===== src/rtl/spi_slave.sv =====
// SPI slave: oversamples sck/cs_n/mosi on clk and exchanges N-bit words with the master.
// Local side has a one-entry valid/ready transmit buffer and a one-clk receive strobe.
module spi_slave #(
    parameter int unsigned N  = 8,
    parameter int unsigned CW = 3
) (
    input  logic         clk,
    input  logic         rst,
    input  logic         sck,
    input  logic         cs_n,
    input  logic         mosi,
    output logic         miso,
    input  logic [N-1:0] tx_data,
    input  logic         tx_valid,
    output logic         tx_ready,
    output logic [N-1:0] rx_data,
    output logic         rx_valid,
    output logic         underrun,
    output logic         frame_err,
    output logic         busy
);

    typedef enum logic {
        IDLE,
        SHIFT
    } state_t;

    state_t        state;
    logic [CW-1:0] bit_cnt;
    logic [N-1:0]  shreg;
    logic [N-1:0]  tx_buf;

    logic sck_s1, sck_s2, sck_d;
    logic cs_s1, cs_s2, cs_d;
    logic mosi_s1, mosi_s2;

    logic          sck_fall_c;
    logic          cs_fall_c;
    logic          cs_rise_c;
    logic          last_bit_c;
    logic          load_c;
    logic          accept_c;
    logic          full_c;
    logic [N-1:0]  load_val_c;
    logic [N-1:0]  shifted_c;

    // Two-flop synchronisers plus a delay flop on sck and cs_n for edge detection
    always_ff @(posedge clk or posedge rst) begin
        if (rst) begin
            sck_s1  <= 1'b0;
            sck_s2  <= 1'b0;
            sck_d   <= 1'b0;
            cs_s1   <= 1'b1;
            cs_s2   <= 1'b1;
            cs_d    <= 1'b1;
            mosi_s1 <= 1'b0;
            mosi_s2 <= 1'b0;
        end else begin
            sck_s1  <= sck;
            sck_s2  <= sck_s1;
            sck_d   <= sck_s2;
            cs_s1   <= cs_n;
            cs_s2   <= cs_s1;
            cs_d    <= cs_s2;
            mosi_s1 <= mosi;
            mosi_s2 <= mosi_s1;
        end
    end

    always_comb begin
        sck_fall_c = ~sck_s2 & sck_d;
        cs_fall_c  = ~cs_s2 & cs_d;
        cs_rise_c  = cs_s2 & ~cs_d;
        last_bit_c = (bit_cnt == CW'(N - 1));
        full_c     = ~tx_ready;
        shifted_c  = {shreg[N-2:0], mosi_s2};
        load_val_c = full_c ? tx_buf : '0;
        // A word slot starts at frame start or when a word completes without an abort
        load_c     = ((state == IDLE) & cs_fall_c)
                   | ((state == SHIFT) & ~cs_rise_c & sck_fall_c & last_bit_c);
        // A word arriving in the cycle the buffer drains refills it straight away
        accept_c   = tx_valid & (~full_c | load_c);
    end

    // Transmit buffer; tx_ready is the inverted full flag
    always_ff @(posedge clk or posedge rst) begin
        if (rst) begin
            tx_ready <= 1'b1;
            tx_buf   <= '0;
        end else begin
            if (accept_c) begin
                tx_buf   <= tx_data;
                tx_ready <= 1'b0;
            end else if (load_c) begin
                tx_ready <= 1'b1;
            end
        end
    end

    // Frame FSM with registered serial output and strobes
    always_ff @(posedge clk or posedge rst) begin
        if (rst) begin
            state     <= IDLE;
            bit_cnt   <= '0;
            shreg     <= '0;
            miso      <= 1'b0;
            rx_data   <= '0;
            rx_valid  <= 1'b0;
            underrun  <= 1'b0;
            frame_err <= 1'b0;
            busy      <= 1'b0;
        end else begin
            rx_valid  <= 1'b0;
            underrun  <= 1'b0;
            frame_err <= 1'b0;
            case (state)
                IDLE: begin
                    miso    <= 1'b0;
                    busy    <= 1'b0;
                    bit_cnt <= '0;
                    if (cs_fall_c) begin
                        state    <= SHIFT;
                        busy     <= 1'b1;
                        shreg    <= load_val_c;
                        miso     <= load_val_c[N-1];
                        underrun <= full_c ? 1'b0 : 1'b1;
                    end
                end
                SHIFT: begin
                    busy <= 1'b1;
                    if (cs_rise_c) begin
                        // Abort: a partial word is dropped and flagged
                        state     <= IDLE;
                        busy      <= 1'b0;
                        miso      <= 1'b0;
                        bit_cnt   <= '0;
                        frame_err <= (bit_cnt != '0);
                    end else if (sck_fall_c) begin
                        if (last_bit_c) begin
                            rx_data  <= shifted_c;
                            rx_valid <= 1'b1;
                            shreg    <= load_val_c;
                            miso     <= load_val_c[N-1];
                            underrun <= full_c ? 1'b0 : 1'b1;
                            bit_cnt  <= '0;
                        end else begin
                            shreg   <= shifted_c;
                            miso    <= shreg[N-2];
                            bit_cnt <= bit_cnt + CW'(1);
                        end
                    end
                end
                default: begin
                    state <= IDLE;
                    busy  <= 1'b0;
                    miso  <= 1'b0;
                end
            endcase
        end
    end

endmodule


===== config.mk =====
export PLATFORM = sky130hd
export DESIGN_NAME = spi_slave
export DESIGN_NICKNAME = d
export VERILOG_FILES = /design/src/rtl/spi_slave.sv
export SDC_FILE = /design/constraint.sdc
export NUM_CORES = 1
export LEC_CHECK = 0
export CORE_MARGIN = 3
export CORE_UTILIZATION = 45
export DETAILED_ROUTE_END_ITERATION = 12
export HOLD_SLACK_MARGIN = 0.05
export PLACE_DENSITY = 0.72
export SKIP_CTS_REPAIR_TIMING = 1
export SYNTH_ARGS = -nofsm -noshare
export SYNTH_HDL_FRONTEND = slang
export SYNTH_SLANG_ARGS = --single-unit

===== constraint.sdc =====
create_clock -name clk -period 2.2 [get_ports clk]
set_input_delay 0.22 -clock clk [delete_from_list [all_inputs] [get_ports clk]]
set_output_delay 0.22 -clock clk [all_outputs]
set_load 0.05 [all_outputs]

==> impl_metrics.toml <==
[status]
run_status = "completed"

[timing]
hold_viol = 0
fin_crit_sh_pct = 92.8
layout_setup_ws_ns = 0.159
max_freq_ghz = 0.490
final.setup.tns_ns = 0
drv_slew = 0
setup_viol = 0
timing.max_slew.rel_slack_pct = 36.6
hold-worst-slack_ns = 0.334
tightest_slew_ns = 0.946
skew_ns = 0.00296
rsz0062_at_grt = "false"
min_period_ns = 2.04

[power_and_ir_drop]
vdd_ir_drop_max_v = 0.000490
cellLeakagePower_uw = 0.000933
power_per_cell_area_nw_per_um2 = 821

[setup_path]
critPathKind = "reg -> out"
worstSetupStartpointType = "register"
end_kind = "output pin"
timing.critical_path.from = "tx_ready"
cell_by_cell_trace_of_the_critical_path = "clkdlybuf4s50_1"
worstPathMaxFanout = 12
worstPathRequired_ns = 1.98
critical_path.slowest_cell = "sky130_fd_sc_hd__clkdlybuf4s50_1"
worst_r2r_startpoint = "bit_cnt[0]"
worst_path_buffer_plus_inverter_count = 1
critPathCapture = "tx_ready"
reg2reg_depth = 5
max_stage_delay_ns = 0.86
worst-endpoint-arrival_ns = 1.82
timing.critical_path.depth = 1
timing.critical_path.max_delay_family = "buffers and inverters"
r2r_slack_ns = 0.19
rr_endpoint = "tx_buf[0]"

[yosys]
synthesis.area_per_instance_um2 = 12.8
synth-seq-area-share_pct = 60.9
postSynthCellCount = 129
synth_area_um2 = 1650
postSynthRegisterBits = 40
ys_types = 25
yosys_warnings = 0
synth_fp_nets = 146

[detailed_routing]
route.detailed.wl_per_inst_um = 13.0
drt-pass1-iter-count = 4
drcViolationCount = 0
drt_iter0_markers = 55
drt_wl_total_um = 2680
route.antenna.remaining_nets = 0
dr_total_vias = 1012
route.detailed.vias_per_inst = 4.91

[layout]
drive_above_1_share_pct = 20.6
antenna_cells_inserted = 0
layout.cells.most_common = "sky130_fd_sc_hd__dfrtp_1"
final_cell_count_no_fill = 206
commonest_cells_after_routing_fill_and_taps_aside = "sky130_fd_sc_hd__dfrtp_1, sky130_fd_sc_hd__clkdlybuf4s50_1, sky130_fd_sc_hd__mux2_2"
num-nets-final = 176
syn_to_final_growth_pct = 24.5
final_util_pct = 59.7
n_fill_cell = 287

[clock_network]
ctsHtreeMaxLevel = 2
cts_tree = "yes"
clkSlewWorstSetupHoldPaths_ns = 0.07
cts_num_sinks = 40
cts_inserted_buffers = 5
clk_latency_ns = 0.29
cts.root.buffer_cell = "sky130_fd_sc_hd__clkbuf_8"
deepest_clock_path_buffer_count = 2

[placed_design]
placed_cells = 198
hpwl_um = 1950
routabilityCongestion = 0.785
io_buffer_count = 27
place_ws_ns = 0.168

[global_route]
grt_max_degree = 41
first_pass_grt_wire_length_um = 4530
first_global_vias = 973
groute.usage.overall_pct = 13.9
antenna_found_initial = 0
congestion_overflow_gr = 0

[hold_path]
timing.hold.worst.class = "in -> reg"

[flow_run]
drv_cap = 0

[die]
pin_count = 28
die_h_um = 66.6
dieArea_um2 = 4430
placementRows = 21
design.core.area_um2 = 3440
fp.dieW_um = 66.6
start_util_pct = 48.0
==> cells by family (layout without fill, tap and decap cells) <==
kind of cell | count (synthesis) | in the layout | synth area share, %
buffers and inverters | 9 | 40 | 2.35
adders and majority gates | 3 | 3 | 2.27
DFF | 40 | 40 | 60.9
muxes | 24 | 24 | 15.8
AOI/OAI and AO/OA | 18 | 18 | 6.97
and+or+nand+nor | 35 | 35 | 11.7
==> registers in the layout, indices dropped and copies added (netlist names), 3 cells and up <==
| register | count |
|---|---|
| shreg | 7 |
| tx_buf | 8 |
| bit_cnt | 3 |
| rx_data | 8 |
==> synth_stat cells (all sizes together) <==
cell / count / area (um2)
nand2b: 4 / 32.5
o21a: 1 / 7.51
mux2: 16 / 180
nor2b: 8 / 50.1
a21oi: 4 / 20.0
and4: 1 / 11.3
a31oi: 1 / 6.26
mux2i: 8 / 80.1
o21ai: 10 / 50.1
buf: 2 / 12.5
dfrtp: 36 / 901
clkbuf: 3 / 11.3
inv: 4 / 15.0
nor3b: 1 / 12.5
nand2: 13 / 48.8
nor3: 2 / 10.0
dfstp: 4 / 105
ha: 3 / 37.5
o32a: 1 / 10.0
nand3: 1 / 5.00
and3b: 1 / 8.76
nor2: 4 / 15.0
o31ai: 1 / 21.3
==> worst min-delay path by stage <==
stage / from / to / cells past startpoint
CTS: cs_n / cs_s1 / 1
global route: cs_n / cs_s1 / 1
floorplan: cs_n / cs_s1 / 0
global placement: mosi_s1 / mosi_s2 / 0
detailed placement: mosi_s1 / mosi_s2 / 0
finish: cs_n / cs_s1 / 1
==> per-layer routing <==
| metal | global-route usage [%] | wire (um) |
|---|---|---|
| met1 | 17.8 | 1220 |
| met2 | 21.2 | 1280 |
| met3 | 5.90 | 156 |
| met4 | 4.57 | 34 |
| met5 | 0 | 0 |
==> stage by stage <==
stage,cell area (um2),total power (uW)
5_1_grt,2060,1790
4_1_cts,2060,1710
2_1_floorplan,1650,1120
3_5_place_dp,1960,1220
6_report,2060,1690
3_3_place_gp,1960,1200
==> power by group <==
part / internal [uW] / leakage (uW) / switching (uW)
combinational: 143 / 0.000379 / 129
sequential: 850 / 0.000503 / 80.4
clock: 250 / 0.0000510 / 236
==> cell type report <==
type | count | area (um2) | area share, %
Clock buffer | 6 | 82.6 | 4.02
Clock inverter | 2 | 10.0 | 0.487
Inverter | 4 | 15.0 | 0.730
Multi-Input combinational cell | 80 | 607 | 29.5
Sequential cell | 40 | 1010 | 48.9
Tap cell | 46 | 57.6 | 2.80
Timing Repair Buffer | 28 | 278 | 13.5
(Power assumes the default switching activity.)
